File: config.mk
export PLATFORM = sky130hd
export DESIGN_NAME = alu_pipe
export DESIGN_NICKNAME = d
export VERILOG_FILES = /design/src/rtl/alu_pkg.sv /design/src/rtl/alu_div_iter.sv /design/src/rtl/alu_pipe.sv
export SDC_FILE = /design/constraint.sdc
export NUM_CORES = 1
export LEC_CHECK = 0
export ABC_AREA = 1
export CAP_MARGIN = 25
export CORE_MARGIN = 4
export CORE_UTILIZATION = 30
export DETAILED_ROUTE_END_ITERATION = 10
export SLEW_MARGIN = 20
export SYNTH_ARGS = -nofsm -noshare
export SYNTH_HDL_FRONTEND = slang
export SYNTH_SLANG_ARGS = --single-unit
File: constraint.sdc
create_clock -name CLK -period 5.05 [get_ports CLK]
set_input_delay 1.515 -clock CLK [delete_from_list [all_inputs] [get_ports CLK]]
set_output_delay 1.515 -clock CLK [all_outputs]
set_load 0.005 [all_outputs]
File: src/rtl/alu_pkg.sv
// Shared op-code fields, FSM encoding and flag bundle for the pipelined ALU.
package alu_pkg;

  // FUN[3:2] op class
  localparam logic [1:0] CLS_ARITH = 2'b00;
  localparam logic [1:0] CLS_LOGIC = 2'b01;
  localparam logic [1:0] CLS_CMP   = 2'b10;
  localparam logic [1:0] CLS_SHIFT = 2'b11;

  // FUN[1:0] op within class
  localparam logic [1:0] OP_ADD  = 2'b00;
  localparam logic [1:0] OP_SUB  = 2'b01;
  localparam logic [1:0] OP_MUL  = 2'b10;
  localparam logic [1:0] OP_DIV  = 2'b11;

  localparam logic [1:0] OP_AND  = 2'b00;
  localparam logic [1:0] OP_OR   = 2'b01;
  localparam logic [1:0] OP_NAND = 2'b10;
  localparam logic [1:0] OP_NOR  = 2'b11;

  localparam logic [1:0] OP_NOP  = 2'b00;
  localparam logic [1:0] OP_EQ   = 2'b01;
  localparam logic [1:0] OP_GT   = 2'b10;
  localparam logic [1:0] OP_LT   = 2'b11;

  localparam logic [1:0] OP_SHRA = 2'b00;
  localparam logic [1:0] OP_SHLA = 2'b01;
  localparam logic [1:0] OP_SHRB = 2'b10;
  localparam logic [1:0] OP_SHLB = 2'b11;

  typedef enum logic {
    ST_IDLE    = 1'b0,
    ST_DIV_RUN = 1'b1
  } state_e;

  typedef struct packed {
    logic div0;
    logic carry;
    logic zero;
  } alu_flags_t;

endpackage

File: src/rtl/alu_div_iter.sv
// Restoring divider, one quotient bit per cycle. The final iteration's
// quotient/remainder are presented combinationally alongside done_o so the
// caller can register them on the same edge.
module alu_div_iter #(
  parameter int W = 8
) (
  input  logic         clk,
  input  logic         rst,
  input  logic         start_i,
  input  logic [W-1:0] a_i,
  input  logic [W-1:0] b_i,
  output logic         busy_o,
  output logic         done_o,
  output logic [W-1:0] quot_o,
  output logic [W-1:0] rem_o
);

  localparam int CW = $clog2(W);

  logic [W-1:0]  rem_q, quo_q, dvs_q;
  logic [CW-1:0] cnt_q;
  logic          busy_q;

  logic [W:0]    shl;
  logic [W-1:0]  sub;
  logic          brw;
  logic [W-1:0]  rem_d, quo_d;

  // One restoring step: shift in the next dividend bit, subtract if it fits.
  always_comb begin
    shl   = {rem_q, quo_q[W-1]};
    brw   = shl < {1'b0, dvs_q};
    sub   = W'(shl - {1'b0, dvs_q});
    rem_d = brw ? shl[W-1:0] : sub;
    quo_d = {quo_q[W-2:0], ~brw};
  end

  assign busy_o = busy_q;
  assign done_o = busy_q & (cnt_q == CW'(W-1));
  assign quot_o = quo_d;
  assign rem_o  = rem_d;

  // Load operands on start, then iterate W times; reset aborts any run.
  always_ff @(posedge clk or posedge rst) begin
    if (rst) begin
      rem_q  <= '0;
      quo_q  <= '0;
      dvs_q  <= '0;
      cnt_q  <= '0;
      busy_q <= 1'b0;
    end else if (start_i) begin
      rem_q  <= '0;
      quo_q  <= a_i;
      dvs_q  <= b_i;
      cnt_q  <= '0;
      busy_q <= 1'b1;
    end else if (busy_q) begin
      rem_q  <= rem_d;
      quo_q  <= quo_d;
      cnt_q  <= cnt_q + CW'(1);
      if (done_o) busy_q <= 1'b0;
    end
  end

endmodule

File: src/rtl/alu_pipe.sv
// Valid/ready ALU: single-cycle ops plus iterative divide, with a held
// output register that only reloads when empty or being drained.
module alu_pipe
  import alu_pkg::*;
#(
  parameter int IN_WIDTH  = 8,
  parameter int OUT_WIDTH = 2*IN_WIDTH
) (
  input  logic                 CLK,
  input  logic                 RST,
  input  logic                 IN_VALID,
  output logic                 IN_READY,
  input  logic [IN_WIDTH-1:0]  A,
  input  logic [IN_WIDTH-1:0]  B,
  input  logic [3:0]           FUN,
  output logic [OUT_WIDTH-1:0] ALU_OUT,
  output logic                 OUT_ZERO,
  output logic                 OUT_CARRY,
  output logic                 OUT_DIV0,
  output logic                 OUT_VALID,
  input  logic                 OUT_READY
);

  localparam int XW = OUT_WIDTH + 1;

  state_e               state_q;
  logic [OUT_WIDTH-1:0] out_q;
  alu_flags_t           flags_q, flags_d;
  logic                 valid_q;

  logic [XW-1:0]        add_x, sub_x;
  logic [IN_WIDTH-1:0]  and_v, or_v, nand_v, nor_v;
  logic [OUT_WIDTH-1:0] res_d, load_val;
  logic                 carry_d, div0_d;
  logic                 accept, drain, is_div, b_zero, div_go, load;
  logic                 div_busy, div_done;
  logic [IN_WIDTH-1:0]  div_quot, div_rem;

  assign add_x  = XW'(A) + XW'(B);
  assign sub_x  = XW'(A) - XW'(B);
  assign and_v  = A & B;
  assign or_v   = A | B;
  assign nand_v = ~and_v;
  assign nor_v  = ~or_v;

  // Single-cycle result mux; DIV here only covers the divide-by-zero shortcut.
  always_comb begin
    res_d   = '0;
    carry_d = 1'b0;
    div0_d  = 1'b0;
    case (FUN[3:2])
      CLS_ARITH: case (FUN[1:0])
        OP_ADD: begin res_d = add_x[OUT_WIDTH-1:0]; carry_d = add_x[OUT_WIDTH]; end
        OP_SUB: begin res_d = sub_x[OUT_WIDTH-1:0]; carry_d = sub_x[OUT_WIDTH]; end
        OP_MUL: res_d = OUT_WIDTH'(A) * OUT_WIDTH'(B);
        default: begin
          res_d  = OUT_WIDTH'({A, {IN_WIDTH{1'b1}}});
          div0_d = 1'b1;
        end
      endcase
      CLS_LOGIC: case (FUN[1:0])
        OP_AND:  res_d = OUT_WIDTH'(and_v);
        OP_OR:   res_d = OUT_WIDTH'(or_v);
        OP_NAND: res_d = OUT_WIDTH'(nand_v);
        default: res_d = OUT_WIDTH'(nor_v);
      endcase
      CLS_CMP: case (FUN[1:0])
        OP_NOP:  res_d = '0;
        OP_EQ:   res_d = (A == B) ? OUT_WIDTH'(1) : '0;
        OP_GT:   res_d = (A > B)  ? OUT_WIDTH'(2) : '0;
        default: res_d = (A < B)  ? OUT_WIDTH'(3) : '0;
      endcase
      default: case (FUN[1:0])
        OP_SHRA: res_d = OUT_WIDTH'(A >> 1);
        OP_SHLA: res_d = OUT_WIDTH'({A, 1'b0});
        OP_SHRB: res_d = OUT_WIDTH'(B >> 1);
        default: res_d = OUT_WIDTH'({B, 1'b0});
      endcase
    endcase
  end

  assign IN_READY = ~RST & (state_q == ST_IDLE) & ~div_busy & (~valid_q | OUT_READY);
  assign accept   = IN_VALID & IN_READY;
  assign drain    = valid_q & OUT_READY;
  assign is_div   = (FUN == {CLS_ARITH, OP_DIV});
  assign b_zero   = (B == '0);
  assign div_go   = accept & is_div & ~b_zero;
  assign load     = (accept & ~div_go) | div_done;
  assign load_val = div_done ? OUT_WIDTH'({div_rem, div_quot}) : res_d;

  always_comb begin
    flags_d.div0  = ~div_done & div0_d;
    flags_d.carry = ~div_done & carry_d;
    flags_d.zero  = (load_val == '0);
  end

  alu_div_iter #(.W(IN_WIDTH)) u_div (
    .clk     (CLK),
    .rst     (RST),
    .start_i (div_go),
    .a_i     (A),
    .b_i     (B),
    .busy_o  (div_busy),
    .done_o  (div_done),
    .quot_o  (div_quot),
    .rem_o   (div_rem)
  );

  // Control FSM plus output register: load on completion, clear on bare drain.
  always_ff @(posedge CLK or posedge RST) begin
    if (RST) begin
      state_q <= ST_IDLE;
      out_q   <= '0;
      flags_q <= '0;
      valid_q <= 1'b0;
    end else begin
      case (state_q)
        ST_IDLE:    if (div_go)   state_q <= ST_DIV_RUN;
        ST_DIV_RUN: if (div_done) state_q <= ST_IDLE;
        default:                  state_q <= ST_IDLE;
      endcase
      if (load) begin
        out_q   <= load_val;
        flags_q <= flags_d;
        valid_q <= 1'b1;
      end else if (drain) begin
        valid_q <= 1'b0;
      end
    end
  end

  assign ALU_OUT   = out_q;
  assign OUT_ZERO  = flags_q.zero;
  assign OUT_CARRY = flags_q.carry;
  assign OUT_DIV0  = flags_q.div0;
  assign OUT_VALID = valid_q;

endmodule

==> reports/results.txt <==
Setup Skew -> 0.00594 ns
Peak Freq -> 191 MHz
n_diodes -> 0
share of the yosys chip area belonging to registers -> 0.181
crit path max fanout -> 5
synth unique cells -> 43
RR Startpoint -> u_div.busy_o$_DFF_PP0_
HP Start -> u_div.cnt_q[0]$_DFFE_PP0P_
worst path bufs/invs -> 9
Pleak -> 4.71 nW
setup ws final -> -0.180 ns
clock buffer depth -> 2
Pwr Density -> 403 nW/µm²
Ys Warns -> 0
Port Buffer Count -> 44
total global routing overflow -> 0
worst vdd ir -> 0.168 mV
first-pass GRT wire length -> 35.1 mm
CP max stage delay -> 0.54 ns
Seq cells post-synth -> 49
# DRC -> 0
Max-cap violations -> 0
Worst-Margin Slew -> 0.807 ns
mapped cell area -> 6780 µm²
Inst Count DP -> 1395
Chip Width -> 158 µm
routing usage on met1 -> 0.258
gr busiest metal -> met2
H-tree depth -> 2
Post-Syn Area per Cell -> 6.57 µm²
vias in the first global route -> 6663
Crit Path Class -> input port to register
antenna-violating nets left -> 0
DIE HEIGHT -> 158 µm
pin count of the biggest net entering global routing -> 33
Hold Path Class -> register to register
crit path from -> A[2]
minimum clock period -> 5.23 ns
area of the core -> 22000 µm²
vias per cell -> 4.92
FF+latch area -> 1230 µm²
Final Cycle Share -> 1.04
antenna violations before repair -> 0
Synth area leader -> dfrtp_1
via count -> 6981
Worst Setup Start Kind -> input port
Worst-Skew Late Latency -> 0.29 ns
GR Util met3 -> 0.0120
worst path required time -> 5.26 ns
Filler cells -> 2304
Crit path max-delay family -> adder cells
Initial Util -> 0.308
clk sink count -> 49
status -> finished with violations
failing checks -> negative setup slack
GR Util met2 -> 0.281
Mapped Cells -> 1032
Slowest-stage cell, CP -> fa_1
gp weighted congestion -> 0.940
Layout area overhead -> 27.8%
clock slew at reported path FFs -> 0.07 ns
CTS buffer count -> 5
1st-iter DRT viols -> 584
final net count -> 1272
Routed WL -> 21.5 mm
relative slew slack -> 0.460
Setup violations, final -> 4
Root Driver -> clkbuf_16
worst path arrival time -> 5.44 ns
Layout Cells excl Fill -> 1420
IO Pins -> 45
CP cell instances -> buf_2 > buf_6 > nand2_2 > fa_1 > fa_1 > inv_1 > fa_1 > inv_2 > fa_1 > inv_2 > ha_4 > nand2_2 > nand2_2 > nand2_1 > nand2_2 > inv_1 > nand3b_1 > nand3_2 > nand2_1 > nand2_2 > buf_4 > buf_6 > buf_6 > a31oi_1
CTS tree -> built
Synth area leaders -> dfrtp_1 (18%), nand2_1 (17%), ha_1 (13%)
Final Hold Viols -> 0
RSZ-0062 raised after global routing -> true
top cell type's share of synthesized area -> 0.181
R2R Setup Slk -> 2.23 ns
row count -> 54
layout cell share with drive strength beyond 1 -> 0.211
total iterations of the first detailed-routing run -> 6
Synth Net Count -> 1165
die area -> 25100 µm²
wire length per cell -> 15.1 µm
crit end category -> register
Slew Viols, Final -> 0
most frequent cell on the critical path -> nand2_2
gr usage total -> 0.173
Final Util -> 0.394
detailed placer's ending HPWL -> 17.4 mm
area of the multi-input gates -> 4980 µm²
[layer usage]
metal,part of all wire,routed length (µm)
met1,0.46,9990
met2,0.46,9830
met3,0.065,1390
met4,0.013,282
met5,0,0
[layout make-up]
class / count / area share
Tap cell: 280 / 0.0404
Sequential cell: 49 / 0.141
Inverter: 206 / 0.0892
Clock inverter: 2 / 0.00173
Multi-Input combinational cell: 739 / 0.574
Timing Repair Buffer: 138 / 0.138
Clock buffer: 6 / 0.0149
[path summary, 6_finish.rpt]
check | to | depth (start not counted)
hold reg to reg | u_div.cnt_q[0]$_DFFE_PP0P_ | 1
hold / removal | u_div.cnt_q[0]$_DFFE_PP0P_ | 1
setup / recovery | ALU_OUT[10]$_DFFE_PP0P_ | 24
min in group asynchronous | state_q$_DFF_PP0_ | 2
setup reg to reg | OUT_ZERO$_DFFE_PP0P_ | 10
max in group asynchronous | ALU_OUT[15]$_DFFE_PP0P_ | 3
[worst register-to-register path, stage by stage (launching register included)]
cell and delay [ns]:
dfrtp_1 0.75, nand2_1 0.52, inv_1 0.62, a21oi_1 0.09, a21oi_1 0.27, nand2_1 0.11, nor2_1 0.09, nand2_1 0.05
nor2_1 0.09, nand3_1 0.08, nand2_1 0.09
[report_power, final]
group | total [mW] | internal, mW | switching [mW]
combinational | 2.47 | 1.09 | 1.39
sequential | 0.690 | 0.560 | 0.130
clock | 0.332 | 0.184 | 0.148
[sequential cells by signal, indices dropped and copies added (netlist names)]
register / count
OUT_CARRY: 1
u_div.cnt_q: 3
u_div.quo_q: 8
u_div.dvs_q: 8
u_div.rem_q: 8
state_q: 1
OUT_DIV0: 1
u_div.busy_o: 1
OUT_VALID: 1
OUT_ZERO: 1
ALU_OUT: 16
[timing repair]
action / 4_1_cts / 5_1_grt
endpoints found under the setup margin: 12 / 12
resized for setup: 85 / 73
pin swaps: 46 / 45
hold buffers: 0 / 0
setup buffers: 10 / 8
[stage by stage]
step           power (mW)  hold WS, ns  setup WS (ns)  cell area [µm²]  TNS [ns]
2_1_floorplan        2.24        0.450        -0.0134             7060   -0.0134
3_3_place_gp         2.93        0.469         -0.920             8090     -7.89
3_5_place_dp         2.95        0.478         -0.935             8110     -8.27
4_1_cts              3.40        0.493         -0.262             8460    -0.983
5_1_grt              3.85        0.525         -0.367             8670     -1.91
6_report             3.49        0.484         -0.180             8670    -0.501
[layout by cell type (no fill, tap or decap), types with 33 or more instances in the layout]
cell type / instances
nand2_1: 266
inv_1: 176
nand3_1: 65
dfrtp_1: 49
nand2_2: 33
a21oi_1: 33
nor2_1: 53
buf_4: 75
ha_1: 61
fa_1: 35
o21ai_0: 46
[cells in the mapped netlist]
cell / count
a22o_1: 2
o31ai_1: 2
a32o_1: 2
o21ai_1: 9
nand2_1: 307
and2_2: 1
nor3_2: 1
buf_6: 2
ha_1: 70
a21boi_1: 1
a21oi_1: 38
nor2_2: 1
o21a_1: 2
or2_2: 5
dfrtp_1: 49
nand2_2: 2
nand3b_1: 8
o22ai_1: 4
inv_2: 6
a21boi_0: 5
inv_1: 199
xnor2_1: 3
nor2_1: 60
o21ai_0: 46
clkbuf_2: 1
o221ai_1: 12
nand2_4: 1
a21o_1: 1
nand4_1: 15
a31oi_1: 12
or2_1: 1
clkinv_1: 1
buf_4: 4
o2111ai_4: 1
nor4_2: 1
buf_2: 13
fa_1: 39
o21bai_1: 1
o211ai_1: 2
nand3_1: 79
a21oi_2: 2
clkbuf_1: 18
xor2_1: 3
[kinds of logic (layout without fill, tap and decap cells)]
| logic type | after synthesis | count (layout) | share of synthesized area |
|---|---|---|---|
| buffers and inverters | 244 | 352 | 0.142 |
| DFF | 49 | 49 | 0.181 |
| xor gates and xnor gates | 6 | 6 | 0.00775 |
| AOI/OAI and AO/OA | 142 | 142 | 0.126 |
| adders and majority gates | 109 | 109 | 0.244 |
| and+or+nand+nor | 482 | 482 | 0.299 |
Power figures use the tool's default switching activity.
